### config.mk
export PLATFORM = sky130hd
export DESIGN_NAME = tm1638_key_scanner_flat
export DESIGN_NICKNAME = d
export VERILOG_FILES = /design/src/rtl/tm1638_key_scanner_pkg.sv /design/src/rtl/tm1638_key_scanner_if.sv /design/src/rtl/tm1638_key_scanner_debounce.sv /design/src/rtl/tm1638_key_scanner.sv /design/src/flat_wrapper.sv
export SDC_FILE = /design/constraint.sdc
export NUM_CORES = 1
export LEC_CHECK = 0
export CAP_MARGIN = 25
export CORE_MARGIN = 1
export CORE_UTILIZATION = 57
export CTS_CLUSTER_SIZE = 16
export DETAILED_ROUTE_END_ITERATION = 7
export PLACE_DENSITY = 0.92
export SKIP_CTS_REPAIR_TIMING = 1
export SYNTH_ARGS = -nofsm -noshare
export SYNTH_HDL_FRONTEND = slang
export SYNTH_SLANG_ARGS = --single-unit
### constraint.sdc
create_clock -name clk -period 5.6 [get_ports clk]
set_input_delay 1.68 -clock clk [delete_from_list [all_inputs] [get_ports clk]]
set_output_delay 1.68 -clock clk [all_outputs]
set_load 0.005 [all_outputs]
### src/rtl/tm1638_key_scanner_pkg.sv
// Shared types and helpers for the TM1638 key scanner: FSM states, key vectors, event record.
// Also holds the read-word-to-key mapping and the lowest-pending-key priority pick.
package tm1638_key_scanner_pkg;

    localparam int KEY_COUNT = 8;

    typedef enum logic [2:0] {IDLE, REQ, WAIT_DATA, UPDATE, EMIT} scan_state_t;
    typedef logic [7:0] keys_t;
    typedef logic [2:0] key_index_t;

    typedef struct packed {
        logic       press;
        key_index_t key;
    } key_event_t;

    // Byte k of the burst carries key k in bit 0 and key k+4 in bit 4.
    function automatic keys_t keys_from_word(input logic [31:0] word);
        keys_t k;
        for (int i = 0; i < 4; i++) begin
            k[i]     = word[8*i];
            k[i + 4] = word[8*i + 4];
        end
        return k;
    endfunction

    function automatic key_index_t lowest_key(input keys_t pend);
        key_index_t idx;
        idx = '0;
        for (int i = KEY_COUNT - 1; i >= 0; i--) begin
            if (pend[i]) idx = key_index_t'(i);
        end
        return idx;
    endfunction

endpackage

### src/rtl/tm1638_key_scanner_if.sv
// Scanner bundle: scan request/ack, read word, event stream and diagnostics.
// master = scanner side, slave = driver/consumer side.
interface tm1638_key_scanner_if;
    import tm1638_key_scanner_pkg::*;

    logic        scan_req;
    logic        scan_ack;
    logic [31:0] read_data;
    logic        read_valid;
    keys_t       keys;
    logic        event_valid;
    logic        event_ready;
    logic        event_press;
    key_index_t  event_key;
    scan_state_t diag_state;
    logic        diag_timeout;

    modport master (
        output scan_req, keys, event_valid, event_press, event_key, diag_state, diag_timeout,
        input  scan_ack, read_data, read_valid, event_ready
    );

    modport slave (
        input  scan_req, keys, event_valid, event_press, event_key, diag_state, diag_timeout,
        output scan_ack, read_data, read_valid, event_ready
    );
endinterface

### src/rtl/tm1638_key_scanner_debounce.sv
// Per-key debouncer: flips stable after DEBOUNCE_SAMPLES differing update strobes; change pulses with the strobe.
// TM1638_KEYS_AUTOREPEAT_EN adds a held-scan counter that re-pulses change every REPEAT_SCANS pressed updates.
module tm1638_key_debounce #(
    parameter int DEBOUNCE_SAMPLES = 3
`ifdef TM1638_KEYS_AUTOREPEAT_EN
    , parameter int REPEAT_SCANS = 20
`endif
) (
    input  logic clk,
    input  logic rst,
    input  logic update,
    input  logic sample,
    output logic stable,
    output logic change
);
    logic [3:0] cnt;
    logic       flip;

    assign flip = update && (sample != stable) && (cnt == 4'(DEBOUNCE_SAMPLES - 1));

    always_ff @(posedge clk or posedge rst) begin
        if (rst) begin
            cnt    <= '0;
            stable <= 1'b0;
        end else if (update) begin
            if (sample != stable) begin
                if (flip) begin
                    stable <= ~stable;
                    cnt    <= '0;
                end else begin
                    cnt <= cnt + 4'd1;
                end
            end else begin
                cnt <= '0;
            end
        end
    end

`ifdef TM1638_KEYS_AUTOREPEAT_EN
    localparam int HW = $clog2(REPEAT_SCANS + 1);
    logic [HW-1:0] held;
    logic          rpt;

    // The update that debounces a press starts the count; it does not count as a held scan.
    assign rpt = update && stable && !flip && (held == HW'(REPEAT_SCANS - 1));

    always_ff @(posedge clk or posedge rst) begin
        if (rst) begin
            held <= '0;
        end else if (update) begin
            if (flip || !stable || rpt) held <= '0;
            else                        held <= held + 1'b1;
        end
    end

    assign change = flip | rpt;
`else
    assign change = flip;
`endif

endmodule

### src/rtl/tm1638_key_scanner.sv
// Periodic TM1638 key scanner: request burst, capture word, debounce 8 keys, stream press/release events.
// Events drain lowest index first; a stalled consumer holds the FSM in EMIT (option: TM1638_KEYS_AUTOREPEAT_EN).
module tm1638_key_scanner
    import tm1638_key_scanner_pkg::*;
#(
    parameter int SCAN_PERIOD_CYCLES = 1000,
    parameter int DEBOUNCE_SAMPLES   = 3,
    parameter int READ_WIDTH         = 32,
    parameter int TIMEOUT_CYCLES     = 4096
`ifdef TM1638_KEYS_AUTOREPEAT_EN
    , parameter int REPEAT_SCANS     = 20
`endif
) (
    input  logic                 clk,
    input  logic                 rst,
    tm1638_key_scanner_if.master bus
);
    localparam int PW  = $clog2(SCAN_PERIOD_CYCLES);
    localparam int TW  = $clog2(TIMEOUT_CYCLES);
    localparam int TMW = (PW > TW) ? PW : TW;

    scan_state_t           state, next_state;
    logic [TMW-1:0]        timer;
    logic [READ_WIDTH-1:0] word;
    keys_t                 sample_keys, stable, change, pending, remaining;
    key_event_t            evt;
    logic                  event_valid, scan_req, diag_timeout;
    logic                  period_done, wait_expired, accept, update_stb;

    assign period_done  = (state == IDLE) && (timer == TMW'(SCAN_PERIOD_CYCLES - 1));
    assign wait_expired = (state == WAIT_DATA) && !bus.read_valid && (timer == TMW'(TIMEOUT_CYCLES - 1));
    assign accept       = event_valid && bus.event_ready;
    assign remaining    = pending & ~(keys_t'(1) << evt.key);
    assign update_stb   = (state == UPDATE);
    assign sample_keys  = keys_from_word(word);

    for (genvar k = 0; k < KEY_COUNT; k++) begin : g_key
        tm1638_key_debounce #(
            .DEBOUNCE_SAMPLES(DEBOUNCE_SAMPLES)
`ifdef TM1638_KEYS_AUTOREPEAT_EN
            , .REPEAT_SCANS(REPEAT_SCANS)
`endif
        ) u_debounce (
            .clk    (clk),
            .rst    (rst),
            .update (update_stb),
            .sample (sample_keys[k]),
            .stable (stable[k]),
            .change (change[k])
        );
    end

    always_ff @(posedge clk or posedge rst) begin
        if (rst) state <= IDLE;
        else     state <= next_state;
    end

    always_comb begin
        next_state = state;
        case (state)
            IDLE:      if (period_done) next_state = REQ;
            REQ:       if (bus.scan_ack) next_state = WAIT_DATA;
            WAIT_DATA: begin
                if (bus.read_valid)     next_state = UPDATE;
                else if (wait_expired)  next_state = IDLE;
            end
            UPDATE:    next_state = (|change) ? EMIT : IDLE;
            EMIT:      if (accept && (remaining == '0)) next_state = IDLE;
            default:   next_state = IDLE;
        endcase
    end

    always_ff @(posedge clk or posedge rst) begin
        if (rst) begin
            timer        <= '0;
            scan_req     <= 1'b0;
            diag_timeout <= 1'b0;
            word         <= '0;
            pending      <= '0;
            event_valid  <= 1'b0;
            evt          <= '0;
        end else begin
            timer        <= (next_state != state) ? '0 : timer + 1'b1;
            scan_req     <= (next_state == REQ);
            diag_timeout <= wait_expired;
            if ((state == WAIT_DATA) && bus.read_valid) word <= bus.read_data;
            if (state == UPDATE)  pending <= change;
            else if (accept)      pending <= remaining;
            // Press/release is read from the stable state, which is frozen while in EMIT.
            if (state == EMIT) begin
                if (!event_valid) begin
                    event_valid <= 1'b1;
                    evt.key     <= lowest_key(pending);
                    evt.press   <= stable[lowest_key(pending)];
                end else if (accept) begin
                    event_valid <= |remaining;
                    evt.key     <= lowest_key(remaining);
                    evt.press   <= stable[lowest_key(remaining)];
                end
            end
        end
    end

    assign bus.scan_req     = scan_req;
    assign bus.keys         = stable;
    assign bus.event_valid  = event_valid;
    assign bus.event_press  = evt.press;
    assign bus.event_key    = evt.key;
    assign bus.diag_state   = state;
    assign bus.diag_timeout = diag_timeout;

endmodule
### src/flat_wrapper.sv
// flat-port wrapper written by rule: the top's interface ports become plain ports
module tm1638_key_scanner_flat import tm1638_key_scanner_pkg::*;
#(
    parameter int SCAN_PERIOD_CYCLES = 1000,
    parameter int DEBOUNCE_SAMPLES   = 3,
    parameter int READ_WIDTH         = 32,
    parameter int TIMEOUT_CYCLES     = 4096

)
  (clk, rst, bus_scan_req, bus_keys, bus_event_valid, bus_event_press, bus_event_key, bus_diag_state, bus_diag_timeout, bus_scan_ack, bus_read_data, bus_read_valid, bus_event_ready);
  tm1638_key_scanner_if bus_i ();
  input  logic clk;
  input  logic rst;
  output wire logic [$bits(bus_i.scan_req)-1:0] bus_scan_req;
  output wire logic [$bits(bus_i.keys)-1:0] bus_keys;
  output wire logic [$bits(bus_i.event_valid)-1:0] bus_event_valid;
  output wire logic [$bits(bus_i.event_press)-1:0] bus_event_press;
  output wire logic [$bits(bus_i.event_key)-1:0] bus_event_key;
  output wire logic [$bits(bus_i.diag_state)-1:0] bus_diag_state;
  output wire logic [$bits(bus_i.diag_timeout)-1:0] bus_diag_timeout;
  input wire logic [$bits(bus_i.scan_ack)-1:0] bus_scan_ack;
  input wire logic [$bits(bus_i.read_data)-1:0] bus_read_data;
  input wire logic [$bits(bus_i.read_valid)-1:0] bus_read_valid;
  input wire logic [$bits(bus_i.event_ready)-1:0] bus_event_ready;
  assign bus_scan_req = bus_i.scan_req;
  assign bus_keys = bus_i.keys;
  assign bus_event_valid = bus_i.event_valid;
  assign bus_event_press = bus_i.event_press;
  assign bus_event_key = bus_i.event_key;
  assign bus_diag_state = bus_i.diag_state;
  assign bus_diag_timeout = bus_i.diag_timeout;
  assign bus_i.scan_ack = bus_scan_ack;
  assign bus_i.read_data = bus_read_data;
  assign bus_i.read_valid = bus_read_valid;
  assign bus_i.event_ready = bus_event_ready;
  tm1638_key_scanner #(.SCAN_PERIOD_CYCLES(SCAN_PERIOD_CYCLES), .DEBOUNCE_SAMPLES(DEBOUNCE_SAMPLES), .READ_WIDTH(READ_WIDTH), .TIMEOUT_CYCLES(TIMEOUT_CYCLES)) u_core (.clk(clk), .rst(rst), .bus(bus_i));
endmodule
==> flow_summary.rst <==
.. list-table::
   :header-rows: 1

   * - Metric
     - Value
   * - Gate count of the mapped netlist
     - 458
   * - Initial core utilization
     - 59.34%
   * - Gp weighted congestion
     - 0.8888
   * - HPWL after detailed placement
     - 6384 um
   * - Final global-route overflow total
     - 0
   * - Proportion of synthesized area in mux cells
     - 7.449%
   * - Number of diodes
     - 0
   * - RSZ-0062 raised after global routing
     - false
   * - CP max FO
     - 15
   * - Post-Route WL
     - 9219 um
   * - Number of clock sinks
     - 78
   * - Total track usage
     - 25.04%
   * - Cell area after layout
     - 4855 um^2
   * - Pin count of the biggest net entering global routing
     - 56
   * - Avg Synthesized Cell Area
     - 9.499 um^2
   * - Longest Clk Path Bufs
     - 2
   * - Net switching power
     - 0.6155 mW
   * - TritonCTS clock tree
     - built
   * - Port Buffer Count
     - 30
   * - Share of the synthesized area in the top cell type
     - 44.87%
   * - Place WS
     - 2013 ps
   * - Post-synthesis share of cell area spent on and, or, nand and nor gates
     - 19.87%
   * - Worst-case reg-to-reg path depth
     - 9
   * - Clock-pin transition on the worst setup and hold timing paths
     - 80 ps
   * - Core region area
     - 7331 um^2
   * - Setup Total Neg Slack
     - 0 ps
   * - Start point of the worst hold path
     - u_core.g_key[4].u_debounce.cnt[3]$_DFFE_PP0P_
   * - Count of final setup violators
     - 0
   * - Largest voltage drop on the vdd net
     - 136.0 uV
   * - Required time of the critical path
     - 3920 ps
   * - DIE WIDTH
     - 89.37 um
   * - Antenna viol nets, final
     - 0
   * - Compound-gate portion of the synthesized area
     - 14.93%
   * - Site Rows
     - 31
   * - Height of the chip
     - 89.37 um
   * - Hold Slack
     - 486.7 ps
   * - Area after detailed placement
     - 4668 um^2
   * - Endpoint of the worst-slack reg-to-reg timing path
     - u_core.timer[10]$_DFF_PP0_
   * - Count of H-tree levels built during CTS
     - 3
   * - Outcome
     - completed
   * - Number of vias after detailed routing
     - 3,479
   * - Async set or reset register ratio after synthesis
     - 100.0%
   * - Mean number of vias per cell
     - 5.947
   * - Final Critical Period
     - 3375 ps
   * - Share of total power in sequential cells
     - 44.5%
   * - Clock group share of total power
     - 23.8%
   * - Worst hold stages
     - 1
   * - Minimum setup slack in the final design
     - 2225 ps
   * - Setup slack of the most critical reg-to-reg path
     - 2960 ps
   * - Main area contributors after synthesis
     - sky130_fd_sc_hd__dfrtp_1 (45%), sky130_fd_sc_hd__o21ai_0 (6.0%), sky130_fd_sc_hd__nand2_1 (5.4%)
   * - Initial antenna violation count
     - 0
   * - Post-synth cell types
     - 52
   * - Hold violation count in the final report
     - 0
   * - Destination of the worst hold path
     - u_core.g_key[4].u_debounce.cnt[3]$_DFFE_PP0P_
   * - First-pass GRT wire length
     - 15,220 um
   * - Top FF cell, synth
     - sky130_fd_sc_hd__dfrtp_1
   * - Maximum single-stage delay on the critical path
     - 730 ps
   * - P_leak
     - 2.176 nW
   * - Share of the cycle needed by the critical path after routing
     - 60.26%
   * - Critical path cell sequence
     - clkdlybuf4s50_1
   * - Sequential area share after synthesis
     - 44.87%
   * - Worst-margin pin slew
     - 843.0 ps
   * - Critical path's slowest cell
     - sky130_fd_sc_hd__dfrtp_1
   * - Area share of xor/xnor cells in the synthesized design
     - 3.825%
   * - Total Die Area
     - 7986 um^2
   * - Worst reg2reg path startpoint
     - u_core.g_key[2].u_debounce.cnt[0]$_DFFE_PP0P_
   * - Root buffer cell
     - sky130_fd_sc_hd__clkbuf_8
   * - First-iteration detailed-routing DRC count
     - 213
   * - Number of maximum-capacitance violations
     - 0
   * - Endpoint arrival time on the critical path
     - 1690 ps
   * - Inserted Clock Buffers
     - 9
   * - Worst path bufs/invs
     - 1
   * - Critical setup path kind
     - reg2out
   * - Worst hold-check path type
     - reg2reg
   * - Layout net count
     - 535
   * - Clock Skews
     - 8.296 ps
   * - Fraction of power consumed by combinational cells
     - 31.8%
   * - Number of enable-type register cells in the synthesized netlist
     - 0
   * - Number of remaining DRC errors
     - 0
   * - Dominant combinational cell family by area after synthesis
     - simple AND/OR/NAND/NOR gates
   * - Clk_lat worst skew
     - 350 ps
   * - Number of storage elements in the synthesis netlist
     - 78
   * - Per-cell routed wire length
     - 15.76 um
   * - Via count of the first global-routing pass
     - 3,364
   * - Post-synthesis adder-cell area fraction
     - 4.889%
   * - Area grow syn2layout
     - 11.59%
   * - Category of the worst setup path launch point
     - register
   * - Final core occ
     - 66.22%
   * - First-pass DRT Iterations
     - 5
   * - Kind of cell adding the most delay to the critical path
     - flip-flops
   * - Post-Synthesis Cell Area
     - 4350 um^2
   * - Kind of capture point of the worst setup path
     - output pin
   * - Internal power
     - 1.064 mW
   * - Cell taking the most area after synthesis
     - sky130_fd_sc_hd__dfrtp_1
   * - Share of final-layout standard cells stronger than drive strength 1
     - 10.08%
   * - Peak Freq
     - 296.3 MHz
   * - Power density normalized to cell area
     - 345.9 nW/um^2
   * - Net Sw Frac
     - 36.65%
   * - Max transition margin
     - 43.43%
   * - Number of top-level design ports
     - 55
   * - Synthesis warning total
     - 0
   * - Post-synth net total
     - 512
   * - Final-report max-slew violation count
     - 0
-- layer usage --
layer,up-vias,part of all wire (%),track usage [%]
met3,37,4.3,4.063
met4,0,4.1,14.86
li1,1651,-,-
met1,1664,41,31.95
met5,-,0,0
met2,127,50,40.39
-- sequential cells by signal, summed over array words and instances (netlist names) --
register / cells
u_core.bus.diag_state: 3
u_core.bus.diag_timeout: 1
u_core.bus.event_key: 3
u_core.bus.event_press: 1
u_core.bus.event_valid: 1
u_core.bus.scan_req: 1
u_core.g_key.u_debounce.cnt: 32
u_core.g_key.u_debounce.stable: 8
u_core.pending: 8
u_core.timer: 12
u_core.word: 8
-- layout by cell type, fill, tap and decap left out, types with 2 or more instances in the layout --
master	count
sky130_fd_sc_hd__nor3_1	5
sky130_fd_sc_hd__nand2b_1	12
sky130_fd_sc_hd__xor2_1	15
sky130_fd_sc_hd__nand3_1	15
sky130_fd_sc_hd__nor4b_2	2
sky130_fd_sc_hd__a31oi_2	2
sky130_fd_sc_hd__nor3b_1	8
sky130_fd_sc_hd__nand4_1	6
sky130_fd_sc_hd__nor2_1	43
sky130_fd_sc_hd__a31oi_1	4
sky130_fd_sc_hd__o21ai_0	52
sky130_fd_sc_hd__xnor2_1	4
sky130_fd_sc_hd__ha_1	17
sky130_fd_sc_hd__o211ai_1	6
sky130_fd_sc_hd__mux2_2	17
sky130_fd_sc_hd__buf_4	2
sky130_fd_sc_hd__clkbuf_8	12
sky130_fd_sc_hd__dfrtp_1	78
sky130_fd_sc_hd__o31ai_1	10
sky130_fd_sc_hd__mux2i_1	11
sky130_fd_sc_hd__and2_1	3
sky130_fd_sc_hd__or2_2	2
sky130_fd_sc_hd__clkinv_2	2
sky130_fd_sc_hd__nor2b_1	3
sky130_fd_sc_hd__o311ai_0	2
sky130_fd_sc_hd__inv_1	15
sky130_fd_sc_hd__a21o_1	2
sky130_fd_sc_hd__and3_1	9
sky130_fd_sc_hd__a21oi_1	6
sky130_fd_sc_hd__nand2_1	63
sky130_fd_sc_hd__clkdlybuf4s50_1	30
sky130_fd_sc_hd__o21ai_1	5
-- synth_stat cells (2+ instances only) --
master / number
sky130_fd_sc_hd__dfrtp_1: 78
sky130_fd_sc_hd__nor2_1: 43
sky130_fd_sc_hd__mux2_2: 17
sky130_fd_sc_hd__o311ai_0: 2
sky130_fd_sc_hd__clkbuf_1: 8
sky130_fd_sc_hd__nor3_1: 5
sky130_fd_sc_hd__a31oi_2: 2
sky130_fd_sc_hd__o31ai_1: 10
sky130_fd_sc_hd__a21oi_1: 6
sky130_fd_sc_hd__nor4b_2: 2
sky130_fd_sc_hd__a31oi_1: 4
sky130_fd_sc_hd__nand2_1: 63
sky130_fd_sc_hd__nand3_1: 15
sky130_fd_sc_hd__inv_1: 16
sky130_fd_sc_hd__ha_1: 17
sky130_fd_sc_hd__xor2_1: 15
sky130_fd_sc_hd__or2_2: 2
sky130_fd_sc_hd__nor3b_1: 8
sky130_fd_sc_hd__o211ai_1: 6
sky130_fd_sc_hd__and3_1: 9
sky130_fd_sc_hd__buf_4: 10
sky130_fd_sc_hd__o21ai_1: 5
sky130_fd_sc_hd__and2_1: 3
sky130_fd_sc_hd__a21o_1: 2
sky130_fd_sc_hd__xnor2_1: 4
sky130_fd_sc_hd__nand4_1: 6
sky130_fd_sc_hd__mux2i_1: 11
sky130_fd_sc_hd__nor2b_1: 3
sky130_fd_sc_hd__o21ai_0: 52
sky130_fd_sc_hd__nand2b_1: 12
-- power groups by stage --
| stage | sequential (mW) | combinational, mW | clock (mW) |
|---|---|---|---|
| 2_1_floorplan | 0.694 | 0.458 | 0 |
| 3_3_place_gp | 0.751 | 0.514 | 0 |
| 3_5_place_dp | 0.755 | 0.530 | 0 |
| 4_1_cts | 0.744 | 0.532 | 0.401 |
| 5_1_grt | 0.759 | 0.597 | 0.423 |
| 6_report | 0.747 | 0.534 | 0.399 |
-- worst register-to-register path: cells and delay by family, from the launching register on --
family	cells	cell delay, ps
AOI/OAI and AO/OA	2	840
adders and majority gates	1	160
buffers and inverters	1	120
DFF	1	430
and+or+nand+nor	5	940
-- stage by stage --
step	total power, mW	instances
3_3_place_gp	1.266	569
2_1_floorplan	1.152	458
4_1_cts	1.676	585
6_report	1.679	585
3_5_place_dp	1.284	569
5_1_grt	1.779	585
-- how the worst max path moves through the flow --
stage / cells after the start / start / slack (ps) / to
floorplan: 1 / rst / 1920 / u_core.bus.diag_state[0]$_DFF_PP0_
global placement: 7 / bus_read_valid / 2130 / u_core.timer[6]$_DFF_PP0_
detailed placement: 7 / bus_read_valid / 2010 / u_core.timer[10]$_DFF_PP0_
CTS: 1 / u_core.bus.event_key[0]$_DFFE_PP0P_ / 2220 / bus_event_key[0]
global route: 1 / u_core.bus.event_key[0]$_DFFE_PP0P_ / 2150 / bus_event_key[0]
finish: 1 / u_core.bus.event_key[0]$_DFFE_PP0P_ / 2230 / bus_event_key[0]
-- cells by family (layout without fill, tap and decap cells) --
group                      Yosys count  count (layout)
muxes                               29              29
DFF                                 78              78
buffers and inverters               36              64
and+or+nand+nor                    178             178
AOI/OAI and AO/OA                  101             101
xor gates and xnor gates            19              19
adders and majority gates           17              17
-- area by class of cell --
class	instances	area [um^2]
Clock inverter	3	17.52
Tap cell	99	123.9
Inverter	16	60.06
Clock buffer	13	168.9
Sequential cell	78	1952
Multi-Input combinational cell	344	2217
Fill cell	527	2476
Timing Repair Buffer	32	315.3
(Power assumes the default switching activity.)
